===== src/rtl/hex_ctrl_pkg.sv =====
// Shared types and constants for the hex display refresh scheduler.
//   seg_t        7-bit active-low segment vector, bit0=a .. bit6=g
//   SEG_BLANK    all segments off
//   state_t      scheduler states IDLE / SCAN
//   GLYPH_TABLE  active-low hex glyphs 0..F
package hex_ctrl_pkg;

    typedef logic [6:0] seg_t;

    localparam seg_t SEG_BLANK = 7'h7F;

    typedef enum logic {
        IDLE = 1'b0,
        SCAN = 1'b1
    } state_t;

    localparam seg_t GLYPH_TABLE [16] = '{
        7'h40, 7'h79, 7'h24, 7'h30,
        7'h19, 7'h12, 7'h02, 7'h78,
        7'h00, 7'h10, 7'h08, 7'h03,
        7'h46, 7'h21, 7'h06, 7'h0E
    };

endpackage


===== src/rtl/hex7_decode.sv =====
// Combinational hex-to-7-segment decoder (active-low glyphs).
//   i_digit  in   4  hex nibble
//   o_seg    out  7  segment pattern, bit0=a .. bit6=g, 0 = lit
module hex7_decode
    import hex_ctrl_pkg::*;
(
    input  logic [3:0] i_digit,
    output seg_t       o_seg
);

    assign o_seg = GLYPH_TABLE[i_digit];

endmodule


===== src/rtl/hex_refresh_sched.sv =====
// Time-multiplexed refresh of NUM_DIGITS hex displays through one shared decoder.
// Writers update digit registers; a scheduler walks the slots one per cycle and
// latches decoded glyphs into per-display segment registers. A free-running timer
// forces a full repaint every REFRESH_DIV cycles.
//   clk        in   1               rising-edge clock
//   resetn     in   1               asynchronous active-low reset
//   wr_valid   in   1               write request
//   wr_ready   out  1               low only while the requested slot is being scanned
//   wr_idx     in   3               target slot (>= NUM_DIGITS accepted and ignored)
//   wr_data    in   4               hex nibble
//   en         in   1               0 blanks every display
//   hex_flat   out  7*NUM_DIGITS    slot i at [7i+6:7i], active-low
//   pass_done  out  1               one-cycle pulse after each completed scan pass
// Build option: define BLANK_LEADING_ZERO_EN to blank leading zeros (slot 0 always shown).
module hex_refresh_sched
    import hex_ctrl_pkg::*;
#(
    parameter int NUM_DIGITS  = 6,
    parameter int REFRESH_DIV = 1024
) (
    input  logic                    clk,
    input  logic                    resetn,
    input  logic                    wr_valid,
    output logic                    wr_ready,
    input  logic [2:0]              wr_idx,
    input  logic [3:0]              wr_data,
    input  logic                    en,
    output logic [7*NUM_DIGITS-1:0] hex_flat,
    output logic                    pass_done
);

    localparam int              TW         = $clog2(REFRESH_DIV);
    localparam logic [2:0]      LAST_PTR   = 3'(NUM_DIGITS - 1);
    localparam logic [TW-1:0]   TIMER_LAST = TW'(REFRESH_DIV - 1);

    state_t                  r_state;
    logic [2:0]              r_ptr;
    logic                    r_full;
    logic                    r_full_req;
    logic                    r_pass_done;
    logic [TW-1:0]           r_timer;
    logic [3:0]              r_digit [NUM_DIGITS];
    logic [NUM_DIGITS-1:0]   r_dirty;
    logic [7*NUM_DIGITS-1:0] r_seg;

    logic                    w_wr_acc;
    logic                    w_timer_tc;
    logic [3:0]              w_cur_digit;
    logic                    w_cur_dirty;
    seg_t                    w_glyph;
    seg_t                    w_cur_seg;
    logic [NUM_DIGITS-1:0]   w_wr_dirty;

    // Only the slot under the scan pointer is protected; every other write proceeds.
    assign wr_ready   = !((r_state == SCAN) && (wr_idx == r_ptr));
    assign w_wr_acc   = wr_valid && wr_ready;
    assign w_timer_tc = (r_timer == TIMER_LAST);

    always_comb begin
        w_cur_digit = 4'h0;
        w_cur_dirty = 1'b0;
        for (int i = 0; i < NUM_DIGITS; i++) begin
            if (r_ptr == 3'(i)) begin
                w_cur_digit = r_digit[i];
                w_cur_dirty = r_dirty[i];
            end
        end
    end

    hex7_decode u_decode (
        .i_digit (w_cur_digit),
        .o_seg   (w_glyph)
    );

`ifdef BLANK_LEADING_ZERO_EN
    logic w_upper_nonzero;

    // Slot ptr is a leading zero when it and every higher slot hold 0.
    always_comb begin
        w_upper_nonzero = 1'b0;
        for (int j = 0; j < NUM_DIGITS; j++) begin
            if ((3'(j) >= r_ptr) && (r_digit[j] != 4'h0)) begin
                w_upper_nonzero = 1'b1;
            end
        end
    end

    assign w_cur_seg = ((r_ptr != 3'd0) && !w_upper_nonzero) ? SEG_BLANK : w_glyph;

    // Lower slots' blanking depends on the written digit, so they are repainted too.
    always_comb begin
        w_wr_dirty = '0;
        for (int i = 0; i < NUM_DIGITS; i++) begin
            if ((3'(i) <= wr_idx) && (wr_idx <= LAST_PTR)) begin
                w_wr_dirty[i] = 1'b1;
            end
        end
    end
`else
    assign w_cur_seg = w_glyph;

    always_comb begin
        w_wr_dirty = '0;
        for (int i = 0; i < NUM_DIGITS; i++) begin
            if (wr_idx == 3'(i)) begin
                w_wr_dirty[i] = 1'b1;
            end
        end
    end
`endif

    always_ff @(posedge clk or negedge resetn) begin
        if (!resetn) begin
            r_state     <= IDLE;
            r_ptr       <= 3'd0;
            r_full      <= 1'b0;
            r_full_req  <= 1'b0;
            r_pass_done <= 1'b0;
            r_timer     <= '0;
            r_dirty     <= '1;
            r_seg       <= '1;
            for (int i = 0; i < NUM_DIGITS; i++) begin
                r_digit[i] <= 4'h0;
            end
        end else begin
            r_pass_done <= 1'b0;
            r_timer     <= w_timer_tc ? '0 : r_timer + 1'b1;
            if (w_timer_tc) begin
                r_full_req <= 1'b1;
            end

            case (r_state)
                IDLE: begin
                    if ((|r_dirty) || r_full_req) begin
                        r_state    <= SCAN;
                        r_ptr      <= 3'd0;
                        r_full     <= r_full_req;
                        // A terminal count landing now must not be lost.
                        r_full_req <= w_timer_tc;
                    end
                end
                SCAN: begin
                    if (w_cur_dirty || r_full) begin
                        for (int i = 0; i < NUM_DIGITS; i++) begin
                            if (r_ptr == 3'(i)) begin
                                r_seg[7*i +: 7] <= w_cur_seg;
                                r_dirty[i]      <= 1'b0;
                            end
                        end
                    end
                    if (r_ptr == LAST_PTR) begin
                        r_state     <= IDLE;
                        r_ptr       <= 3'd0;
                        r_pass_done <= 1'b1;
                    end else begin
                        r_ptr <= r_ptr + 3'd1;
                    end
                end
                default: r_state <= IDLE;
            endcase

            // Placed after the scan clear so a new write always re-arms its slots.
            if (w_wr_acc) begin
                for (int i = 0; i < NUM_DIGITS; i++) begin
                    if (w_wr_dirty[i]) begin
                        r_dirty[i] <= 1'b1;
                    end
                    if (wr_idx == 3'(i)) begin
                        r_digit[i] <= wr_data;
                    end
                end
            end
        end
    end

    assign hex_flat  = en ? r_seg : '1;
    assign pass_done = r_pass_done;

endmodule

===== config.mk =====
export PLATFORM = sky130hd
export DESIGN_NAME = hex_refresh_sched
export DESIGN_NICKNAME = d
export VERILOG_FILES = /design/src/rtl/hex_ctrl_pkg.sv /design/src/rtl/hex7_decode.sv /design/src/rtl/hex_refresh_sched.sv
export SDC_FILE = /design/constraint.sdc
export NUM_CORES = 1
export LEC_CHECK = 0
export CORE_ASPECT_RATIO = 0.6
export CORE_MARGIN = 4
export CORE_UTILIZATION = 44
export DETAILED_ROUTE_END_ITERATION = 10
export PLACE_DENSITY = 0.65
export SETUP_SLACK_MARGIN = 0.3
export SYNTH_ARGS = -nofsm -noshare
export SYNTH_HDL_FRONTEND = slang
export SYNTH_SLANG_ARGS = --single-unit

===== constraint.sdc =====
create_clock -name clk -period 5.04 [get_ports clk]
set_input_delay 1.008 -clock clk [delete_from_list [all_inputs] [get_ports clk]]
set_output_delay 1.008 -clock clk [all_outputs]
set_load 0.005 [all_outputs]

### After elaboration in Yosys (flattened, before gate mapping)

Memory sizes are Yosys's and may differ from the RTL's.
Cells that the tools add are included.
Widths: inputs -> output; s select.

* bits in registers: 89
* ROM bits: 112
* bits of input ports: 11
* output and inout bits: 44
* word-level logic and storage cells: 107
* memories: 1

Memories
* (name not given): depth 16, width 7, rd ports 1, clocked after Yosys merged registers in 0, wr ports 0, line hex7_decode.sv:11 `assign o_seg = GLYPH_TABLE[i_digit];`

* add/sub/neg operators: 2
* magnitude comparators: 1
* equal/unequal tests: 13
* muxes and demuxes: 48
* bitwise operators: 2
* reduce and logical (&&, ||, !) cells: 21

Operator list (number)
* $mux 42: 1
* $mux 1: 31
* $mux 4: 6
* $mux 6: 3
* $reduce_and 3->1: 6
* $mux 7: 2
* $reduce_and 2->1: 7
* $eq 3x2->1 const B: 4
* $eq 3x3->1 const B: 4
* $add 10x1->10 const B: 1
* $eq 10x10->1 const B: 1
* $mux 10: 1
* $eq 3x1->1 const B: 2
* $logic_not 3->1: 2
* $mux 3: 2
* $pmux 3 s2: 1
* $reduce_or 6->1: 1
* $ge 5x5->1 const B: 1
* $not 4->5: 1
* $add 3x1->3 const B: 1
* $eq 3x3->1: 1
* $logic_and 1x1->1: 2
* $logic_or 1x1->1: 2
* $ne 2x2->1 const B: 1
* 3 further kinds: 3

### Depth between registers and ports, before layout

Gate-level depths: netlist (run 1).

* depth in word-level cells: 12
* mapped depth: 15
* gate-level depth less buffers: 13

### Hierarchy

From an unflattened synthesis (run 1), not the netlist that was laid out.

* cell total of the unflattened synthesis: 364
* area, all modules: 4616.9 µm²

By module, submodules not included
* hex_refresh_sched: times used 1, cells each 332, area each 4341.7 µm², seq. area each 2287.2 µm²
* hex7_decode: times used 1, cells each 32, area each 275.3 µm², seq. area each 0.0 µm²

### Worst setup path after synthesis (run 1)

OpenSTA, ideal clock, no wires.

* path kind: register -> register
* start point: register r_ptr[1]
* end point: register r_seg[38]
* library setup time: 0.082 ns
* data arrival time: 2.801 ns
* required time: 4.958 ns
* slack: 2.157 ns
* stages on the path, launching flop included: 14
* buffers on the path: 2
* period minus slack after synthesis: 2.883 ns
* cell sequence: dfrtp_1 > buf_4 > inv_1 > nor2_1 > ha_1 > buf_2 > a21o_1 > a221oi_1 > inv_1 > ha_1 > a32oi_1 > o2111ai_1 > o311a_1 > mux2_2

* word-level cells in the longest chain between the ends: 11
* elaborated cells on any way between the ends: 24
* those cells by class: eq/ne (5); mux (14); bitwise (1); reduce/logical (3); memory (1)

RTL lines
* start: declaration: line hex_refresh_sched.sv:37 `logic [2:0] r_ptr;`
* start signal: assignment: line hex_refresh_sched.sv:156 `r_ptr <= r_ptr + 3'd1;`
* $logic_not 3->1: line hex_refresh_sched.sv:63 `if (r_ptr == 3'(i)) begin`
* $mux 4 (6 in a row): line hex_refresh_sched.sv:63
* $not 4->5 (implied by the code): line hex7_decode.sv:11
* $mem_v2 16x7
* $mux 7 (implied by the code) (2 in a row): line hex7_decode.sv:11
* end signal: indexed assignment: line hex_refresh_sched.sv:146 `r_seg[7*i +: 7] <= w_cur_seg;`
* end: declaration: line hex_refresh_sched.sv:44 `logic [7*NUM_DIGITS-1:0] r_seg;`

Parallel ways exist; a longest one is shown, timed or not. The select of a mux whose other input is x is not followed.
A chain may end at the register's enable or synchronous reset.

### Worst setup path in the final report (run 1)

* start point: register r_ptr[1]
* end point: register r_seg[17]

The elaborated chain is that of the path after synthesis.

==> results_dict.tcl, run 1 <==
set metrics [dict create \
    p_comb_frac 0.498 \
    place_hpwl_mm 7.67 \
    cp.depth 13 \
    grt_remaining_overflow 0 \
    ys.flop_type "dfstp_2" \
    cts_buffers 9 \
    tns_ns 0 \
    drive_gt1_frac 0.285 \
    wl_per_cell_um 17.8 \
    busiest_layer "met1" \
    grt_pass1_vias 3063 \
    vias_per_cell 5.46 \
    slowest_delay_ns 0.67 \
    post-cts-setup-buffers 0 \
    worst_path_most_repeated_cell "ha_1" \
    cts_resized 0 \
    power_per_cell_area_mw_per_mm2 671 \
    clk_pin_slew_ns 0.06 \
    ff2ff_setup_slack_ns 1.21 \
    start_util 0.457 \
    synth_nets 421 \
    crit_type "reg2reg" \
    dieArea_mm2 0.0121 \
    pwr-share-clk 0.159 \
    final-hold-violation-count 0 \
    path_cells "buf_4 > inv_1 > nor2_1 > ha_1 > or2_1 > a211oi_1 > a221oi_1 > ha_1 > a21boi_0 > o211ai_1 > o2111ai_1 > o311a_1 > mux2_2" \
    ys_types 60 \
    crit_required_ns 5.32 \
    drc 0 \
    synthArstFlopShare 1.00 \
    met3_usage 0.0505 \
    rows 28 \
    io_buffers 54 \
    cts_buffer_depth 2 \
    hold_buffers 0 \
    crit_buf_inv 2 \
    pin_count 55 \
    cp.arrival_ns 4.11 \
    die_h_um 86.9 \
    clk_latency_ns 0.34 \
    power_switching_share 0.391 \
    first_pass_iters 5 \
    holdCritPathClass "reg2reg" \
    maxSlewViolCount 0 \
    finalInstanceArea_mm2 0.00548 \
    grt_util_met1 0.282 \
    grt_max_degree 50 \
    syn_avg_cell_area_um2 11.3 \
    core-area_mm2 0.00998 \
    max_freq_mhz 261 \
    tightest_slew_ns 0.874 \
    drt_iter0_drc 227 \
    rsz0062_at_grt "no" \
    cts_tree "built" \
    whs_ns 0.467 \
    setup_viol 0 \
    cp-startpoint "r_ptr[1]" \
    antenna_left 0 \
    critPathLaunchType "register" \
    power_switching_mw 1.44 \
    cts.sinks 89 \
    postSynthCellCount 403 \
    fin_nets 476 \
    layout_setup_ws_ns 1.21 \
    synth_edf_count 0 \
    grtUsageMet2 0.240 \
    power_frac_seq 0.343 \
    grt_pass1_wl_mm 16.8 \
    drv_cap 0 \
    ys_seq_area_frac 0.501 \
    critPathMaxFanout 21 \
    min_period_ns 3.83 \
    worstReg2RegEnd "r_seg[17]" \
    r2r_start "r_ptr[1]" \
    p_int_mw 2.24 \
    antenna_cells 0 \
    syn_to_final_growth_pct 20.1 \
    crit_end "r_seg[17]" \
    die-width_um 139 \
    cts_htree_levels 3 \
    outcome "completed" \
    grt_usage 0.180 \
    reg2reg_depth 13 \
    finalCritPeriodShare 0.760 \
    relSlewSlack 0.417 \
    post-place-ws_ns 1.27 \
    cp-end-kind "register" \
    synth_area_mm2 0.00456 \
    clockRootBuffer "clkbuf_16" \
    cpLargestDelayFamily "compound AO/OA/AOI/OAI gates" \
    clock_skew_ns 0.00759 \
    total_leakage_power_nw 2.24 \
    critPathSlowestCell "a221oi_1" \
    whs_path_depth 2 \
    max-vdd-ir-drop_uv 259 \
    ys_ff_latch 89 \
    place_area_mm2 0.00523 \
    routed_wl_mm 10.6 \
    vias 3268 \
    yosysWarnings 0 \
    place_congestion 0.870 \
    grt_antenna_before_repair 0 \
]
cell usage in the layout, fill, tap and decap left out, drive strengths merged, types with 2 or more instances in the layout:
| cell | count |
|---|---|
| a221oi | 2 |
| and3b | 2 |
| dfrtp | 41 |
| xor2 | 4 |
| nand2 | 36 |
| buf | 6 |
| nor4 | 2 |
| clkdlybuf4s50 | 53 |
| o21a | 2 |
| nand4 | 5 |
| a21o | 5 |
| nor2b | 6 |
| nand2b | 48 |
| mux2 | 56 |
| nand3 | 13 |
| ha | 7 |
| and3 | 3 |
| o21ai | 18 |
| dfstp | 48 |
| inv | 12 |
| a21boi | 2 |
| a211oi | 5 |
| mux2i | 4 |
| o31ai | 8 |
| nand4bb | 2 |
| o211ai | 6 |
| o211a | 2 |
| o311ai | 2 |
| xnor2 | 6 |
| nor3b | 2 |
| and2 | 2 |
| a21oi | 11 |
| o2111ai | 2 |
| nor2 | 13 |
| clkbuf | 15 |
how the worst min path moves through the flow:
stage,slack [ns],endpoint,start
final,0.47,r_dirty[2],r_dirty[2]
after global routing,0.49,r_timer[8],r_timer[8]
after CTS,0.47,r_dirty[2],r_dirty[2]
after detailed placement,0.46,r_dirty[2],r_dirty[2]
after global placement,0.46,r_timer[6],r_timer[6]
after floorplan,0.44,r_timer[4],r_timer[4]
state kept, by name, indices dropped and copies added (netlist names):
| register | cells |
|---|---|
| r_digit | 24 |
| r_dirty | 6 |
| pass_done | 1 |
| r_full | 1 |
| r_state | 1 |
| r_timer | 10 |
| r_seg | 42 |
| r_ptr | 3 |
| r_full_req | 1 |
layer usage:
metal  share of wire  vias up
met1            0.50     1602
met4          0.0056        0
li1                -     1542
met3           0.071        8
met2            0.42      116
met5               0        -
power by group through the flow:
stage	sequential [mW]	clock [mW]	combinational, mW
after detailed placement	1.27	0	1.83
after global placement	1.26	0	1.78
final	1.26	0.585	1.83
after CTS	1.26	0.604	1.83
after global routing	1.29	0.632	1.99
after floorplan	1.20	0	1.27
logic make-up after synthesis:
kind of cell    share of synthesized area
compound gates                      0.121
buf+inv                            0.0272
fa+ha+maj                          0.0192
flops                               0.501
simple gates                        0.165
mux                                 0.147
xor+xnor                           0.0192
synthesized netlist by cell type (3+ instances only):
cell	n	area share
nand4_1	5	0.0069
nand2_1	35	0.029
dfrtp_1	41	0.22
xnor2_1	6	0.012
inv_1	11	0.0091
o21ai_0	15	0.016
nor2_1	13	0.011
nand2b_1	48	0.066
mux2i_1	4	0.0088
o31ai_1	7	0.012
buf_2	3	0.0033
a211oi_1	4	0.0066
nor2b_1	6	0.0082
o211ai_1	3	0.0049
mux2_2	55	0.14
dfstp_2	48	0.28
buf_4	3	0.0049
nand3_1	13	0.014
clkbuf_1	7	0.0058
o21ai_1	3	0.0033
and3_1	3	0.0041
xor2_1	4	0.0077
a21o_1	4	0.0066
ha_1	7	0.019
a21oi_1	10	0.011
cell type report:
class,instances,area (µm²)
Fill cell,874,4500
Sequential cell,89,2290
Multi-Input combinational cell,287,2150
Timing Repair Buffer,59,576
Clock buffer,15,248
Tap cell,135,169
Inverter,12,45.0
Clock inverter,1,5.00
metrics by stage:
step / utilization / std cells / power (mW)
CTS: 0.549 / 598 / 3.70
global placement: 0.524 / 582 / 3.04
detailed placement: 0.524 / 582 / 3.09
finish: 0.549 / 598 / 3.68
floorplan: - / 403 / 2.47
global route: 0.549 / 598 / 3.92
worst reg2reg max path: stages (launching register included):
cell and delay [ns]:
dfrtp_1 0.32, buf_4 0.26, inv_1 0.18, nor2_1 0.13
ha_1 0.39, or2_1 0.24, a211oi_1 0.08, a221oi_1 0.67
ha_1 0.42, a21boi_0 0.20, o211ai_1 0.10, o2111ai_1 0.13
o311a_1 0.41, mux2_2 0.23
No activity file was read; power rests on OpenSTA's default activity.
==> inputs of run 2 (changes only) <==
clock period = 3.56 ns   (was 5.04 ns; I/O delays follow)
==> run 2 against run 1 <==
- global-route usage increased by 1.1 points
- non-clock buffer count increased by 6
- worst hold slack improved by 0.0038 ns
- clock skew decreased by 0.0020 ns
- maximum frequency increased by 31%
- wire length increased by 3.0%
- first-iteration DRC count increased by 15%
- critical path depth decreased by 2
- highest routed layer unchanged
==> results_dict.tcl, run 2 (synthesis gave the netlist of run 1 again) <==
set metrics [dict create \
    setup_viol 0 \
    relSlewSlack 0.413 \
    power_per_cell_area_mw_per_mm2 974 \
    holdCritPathClass "reg2reg" \
    clock_skew_ns 0.00561 \
    die-width_um 139 \
    max-vdd-ir-drop_uv 385 \
    clk_pin_slew_ns 0.06 \
    rsz0062_at_grt "no" \
    die_h_um 86.9 \
    grt_max_degree 70 \
    drv_cap 0 \
    largest_register_ffs 42 \
    min_period_ns 2.93 \
    max_freq_mhz 342 \
    grt_antenna_before_repair 0 \
    cts.sinks 89 \
    crit_required_ns 3.82 \
    antenna_left 0 \
    antenna_cells 0 \
    total_leakage_power_nw 2.29 \
    place_hpwl_mm 7.97 \
    grt_usage 0.191 \
    post-place-ws_ns 0.530 \
    io_buffers 54 \
    grt_pass1_vias 3337 \
    routed_wl_mm 11.0 \
    drive_gt1_frac 0.305 \
    clk_latency_ns 0.33 \
    syn_to_final_growth_pct 22.3 \
    stdcell_count 604 \
    fin_nets 482 \
    numPlacedInstances 588 \
    core-area_mm2 0.00998 \
    drt_iter0_drc 261 \
    cts_buffers 9 \
    drc 0 \
    vias_per_cell 5.49 \
    largest_register "r_seg" \
    top_regs "r_seg x42, r_digit x24, r_timer x10" \
    place_congestion 0.905 \
    tightest_slew_ns 0.880 \
    tns_ns 0 \
    grt_pass1_wl_mm 18.2 \
    first_pass_iters 5 \
    most-common-layout-cells "mux2_2, clkdlybuf4s50_1, nand2b_1, dfstp_2, dfrtp_1" \
    pin_count 55 \
    critPathMaxFanout 9 \
    layout_commonest_cell "mux2_2" \
    outcome "completed" \
    final-hold-violation-count 0 \
    cp.arrival_ns 3.19 \
    rows 28 \
    maxSlewViolCount 0 \
    cp-end-kind "register" \
    crit_type "reg2reg" \
    wl_per_cell_um 18.1 \
    cts_htree_levels 3 \
    start_util 0.457 \
    grt_remaining_overflow 0 \
    vias 3313 \
    finalCritPeriodShare 0.822 \
    cts_buffer_depth 2 \
    critPathLaunchType "register" \
    layout_setup_ws_ns 0.633 \
    clockRootBuffer "clkbuf_16" \
    dieArea_mm2 0.0121 \
    whs_ns 0.471 \
    cts_tree "built" \
]
-- run 2: changes by cell type in the layout (fill, tap and decap cells not counted), sizes merged --
cell,delta
clkbuf,-3
clkinvlp,+3
clkinv,-1
bufinv,+1
buf,+6
-- run 2: layout make-up --
type	count	area [µm²]
fill	855	4410
sequential	89	2290
multi-input combinational	287	2160
clock buffer	12	246
clock inverter	4	52.6
timing repair buffer	65	621
inverter	12	45.0
tap	135	169
-- run 2: worst paths after layout --
kind / startpoint / endpoint / slack [ns] / cells after the start
min: r_dirty[2] / r_dirty[2] / 0.47 / 2
max reg2reg: r_ptr[0] / r_seg[4] / 0.63 / 11
max in group asynchronous: resetn / r_seg[40] / 2.20 / 2
min reg2reg: r_dirty[2] / r_dirty[2] / 0.47 / 2
max: r_ptr[0] / r_seg[4] / 0.63 / 11
min in group asynchronous: resetn / r_digit[14] / 0.48 / 1
-- run 2: critical path, stage by stage (launching register included) --
cell	delay, ns
dfrtp_1	0.39
inv_2	0.16
nor2_1	0.08
ha_1	0.30
or2_1	0.31
a211oi_1	0.29
a221oi_2	0.10
inv_1	0.11
ha_1	0.22
a211oi_1	0.07
a311o_1	0.49
mux2_2	0.33
-- run 2: per-layer routing --
| metal | track usage | vias up | wire (µm) |
|---|---|---|---|
| met5 | 0 | - | 0 |
| met4 | 0.0453 | 0 | 70 |
| met3 | 0.0406 | 9 | 561 |
| met2 | 0.267 | 78 | 4550 |
| met1 | 0.300 | 1675 | 5770 |
| li1 | - | 1551 | - |
-- run 2: per-stage QoR --
step | instance area (µm²) | utilization | power [mW]
CTS | 5570 | 0.558 | 5.45
detailed placement | 5270 | 0.528 | 4.49
global route | 5580 | 0.559 | 5.81
floorplan | 4560 | - | 3.50
global placement | 5270 | 0.528 | 4.46
finish | 5580 | 0.559 | 5.43
-- run 2: repair_timing --
| action | 4_1_cts | 5_1_grt |
|---|---|---|
| gates resized for setup | 0 | 1 |
| buffers inserted | 0 | 0 |
| hold buffers | 0 | 0 |
| endpoints found under the setup margin | 0 | 13 |
-- run 2: report_power, final --
part	total, mW	leakage (nW)	internal (mW)	switching, mW
registers	1.79	1.00	1.56	0.227
logic	2.69	1.15	1.20	1.49
clock network	0.947	0.135	0.564	0.384
==> inputs of run 3 (changes only) <==
clock period = 2.97 ns   (was 3.56 ns; I/O delays follow)
==> run 3 against run 2 <==
- worst hold slack got worse by 0.12 ns
- power rose by 26%
- largest cell class unchanged
- clock power rose by 19%
- critical path type unchanged
- final cell count rose by 2.5%
- critical endpoint is now r_seg[8]
- first-iteration DRC count fell by 43%
- combinational power rose by 33%
==> results_dict.tcl, run 3 (synthesis gave the netlist of run 1 again) <==
set metrics [dict create \
    largest_register_ffs 42 \
    grt_usage 0.193 \
    outcome "completed" \
    worstReg2RegEnd "r_seg[8]" \
    place_hpwl_mm 7.98 \
    routed_wl_mm 11.0 \
    cp-end-kind "register" \
    clk_pin_slew_ns 0.06 \
    tns_ns 0 \
    regArea_mm2 0.00229 \
    cts_htree_levels 3 \
    wl_per_cell_um 17.8 \
    crit_buf_inv 4 \
    drc 0 \
    power_mw 6.87 \
    total_leakage_power_nw 2.40 \
    grt_antenna_before_repair 0 \
    largest_register "r_seg" \
    rsz0062_at_grt "yes" \
    r2r_start "r_ptr[1]" \
    cts_buffer_depth 2 \
    power_per_cell_area_mw_per_mm2 1190 \
    syn_to_final_growth_pct 27.0 \
    vias 3390 \
    drt_iter0_drc 150 \
    cts.sinks 89 \
    layout_commonest_cell "mux2_2" \
    rows 28 \
    fin_nets 497 \
    worst_path_most_repeated_cell "buf_4" \
    cpLargestDelayFamily "buffers and inverters" \
    antenna_left 0 \
    holdCritPathClass "in2async" \
    place_congestion 0.909 \
    clockRootBuffer "clkbuf_16" \
    drive_gt1_frac 0.349 \
    cp.arrival_ns 2.88 \
    min_period_ns 2.61 \
    nFillCells 847 \
    ff2ff_setup_slack_ns 0.36 \
    critPathLaunchType "register" \
    finalCritPeriodShare 0.880 \
    die_h_um 86.9 \
    cts_tree "built" \
    io_buffers 54 \
    clk_latency_ns 0.34 \
    clock_skew_ns 0.00723 \
    cts_buffers 9 \
    grt_pass1_vias 3315 \
    relSlewSlack 0.462 \
    grt_remaining_overflow 0 \
    critPathMaxFanout 6 \
    path_cells "inv_1 > nor2_2 > ha_4 > or2_4 > a211oi_4 > a221oi_4 > buf_4 > buf_4 > ha_1 > o211ai_2 > o311ai_2 > buf_4 > mux2_2" \
    drv_cap 0 \
    die-width_um 139 \
    vias_per_cell 5.48 \
    most-common-layout-cells "mux2_2, clkdlybuf4s50_1, nand2b_1, dfstp_2, dfrtp_1" \
    multi_input_area_mm2 0.00224 \
    slowest_delay_ns 0.39 \
    max-vdd-ir-drop_uv 508 \
    dieArea_mm2 0.0121 \
    core-area_mm2 0.00998 \
    first_pass_iters 5 \
    pin_count 55 \
    tightest_slew_ns 0.807 \
    max_freq_mhz 383 \
    reg2reg_depth 13 \
    crit_required_ns 3.24 \
    grt_pass1_wl_mm 18.1 \
    setup_viol 0 \
    start_util 0.457 \
    crit_type "reg2reg" \
    hold_buffers 0 \
    critPathSlowestCell "dfrtp_1" \
    final-hold-violation-count 0 \
    antenna_cells 0 \
    top_regs "r_seg x42, r_digit x24, r_timer x10" \
    grt_max_degree 66 \
    maxSlewViolCount 0 \
]
## run 3: cell count changes in the layout (fill, tap and decap cells not counted), sizes merged
cell and delta:
dlymetal6s2s +1, buf +15, clkdlybuf4s50 -1, clkinvlp -2
inv +2, clkbuf -2, clkinv +2
## run 3: how the worst max path moves through the flow
stage                          from          to  slack (ns)  cells past startpoint
final                      r_ptr[1]    r_seg[8]        0.36                     13
after global routing       r_ptr[1]    r_seg[8]        0.25                     13
after CTS                  r_ptr[1]   r_seg[13]        0.31                      8
after detailed placement  wr_idx[0]  r_digit[6]        0.20                      7
after global placement    wr_idx[2]  r_digit[4]        0.25                      7
after floorplan            r_ptr[1]   r_seg[38]        0.31                     15
## run 3: timing repair
| action | 4_1_cts | 5_1_grt |
|---|---|---|
| buffers inserted | 0 | 7 |
| pin swaps | 0 | 2 |
| endpoints found under the hold margin | 0 | 0 |
| cloned | 0 | 0 |
| gates resized for setup | 1 | 17 |
| endpoints found under the setup margin | 7 | 35 |
## run 3: metal layers
metal	up-vias	share of wire	global-route usage
met1	1708	0.52	0.295
met2	85	0.41	0.270
met3	13	0.054	0.0516
met5	-	0	0
met4	0	0.011	0.0497
li1	1584	-	-
## run 3: metrics by stage
step	util	hold WS (ns)	instances	setup slack, ns	area (µm²)
after floorplan	-	0.298	403	0.308	4600
after global routing	0.580	0.407	619	0.250	5790
after detailed placement	0.539	0.460	596	0.205	5380
after CTS	0.569	0.369	612	0.314	5680
after global placement	0.539	0.455	596	0.249	5380
final	0.580	0.351	619	0.356	5790
## run 3: report_power, final
part           leakage [nW]  switching (mW)  total (mW)  internal [mW]
sequential             1.00           0.276        2.15           1.88
clock                 0.143           0.471        1.13          0.655
combinational          1.25            1.87        3.59           1.72
## run 3: area by class of cell
class	count	share of cell area
repair buffers	80	0.130
clock inverters	6	0.0114
inverters	12	0.00777
clock buffers	10	0.0395
well taps	135	0.0292
multi-input cells	287	0.387
flip-flops and latches	89	0.395
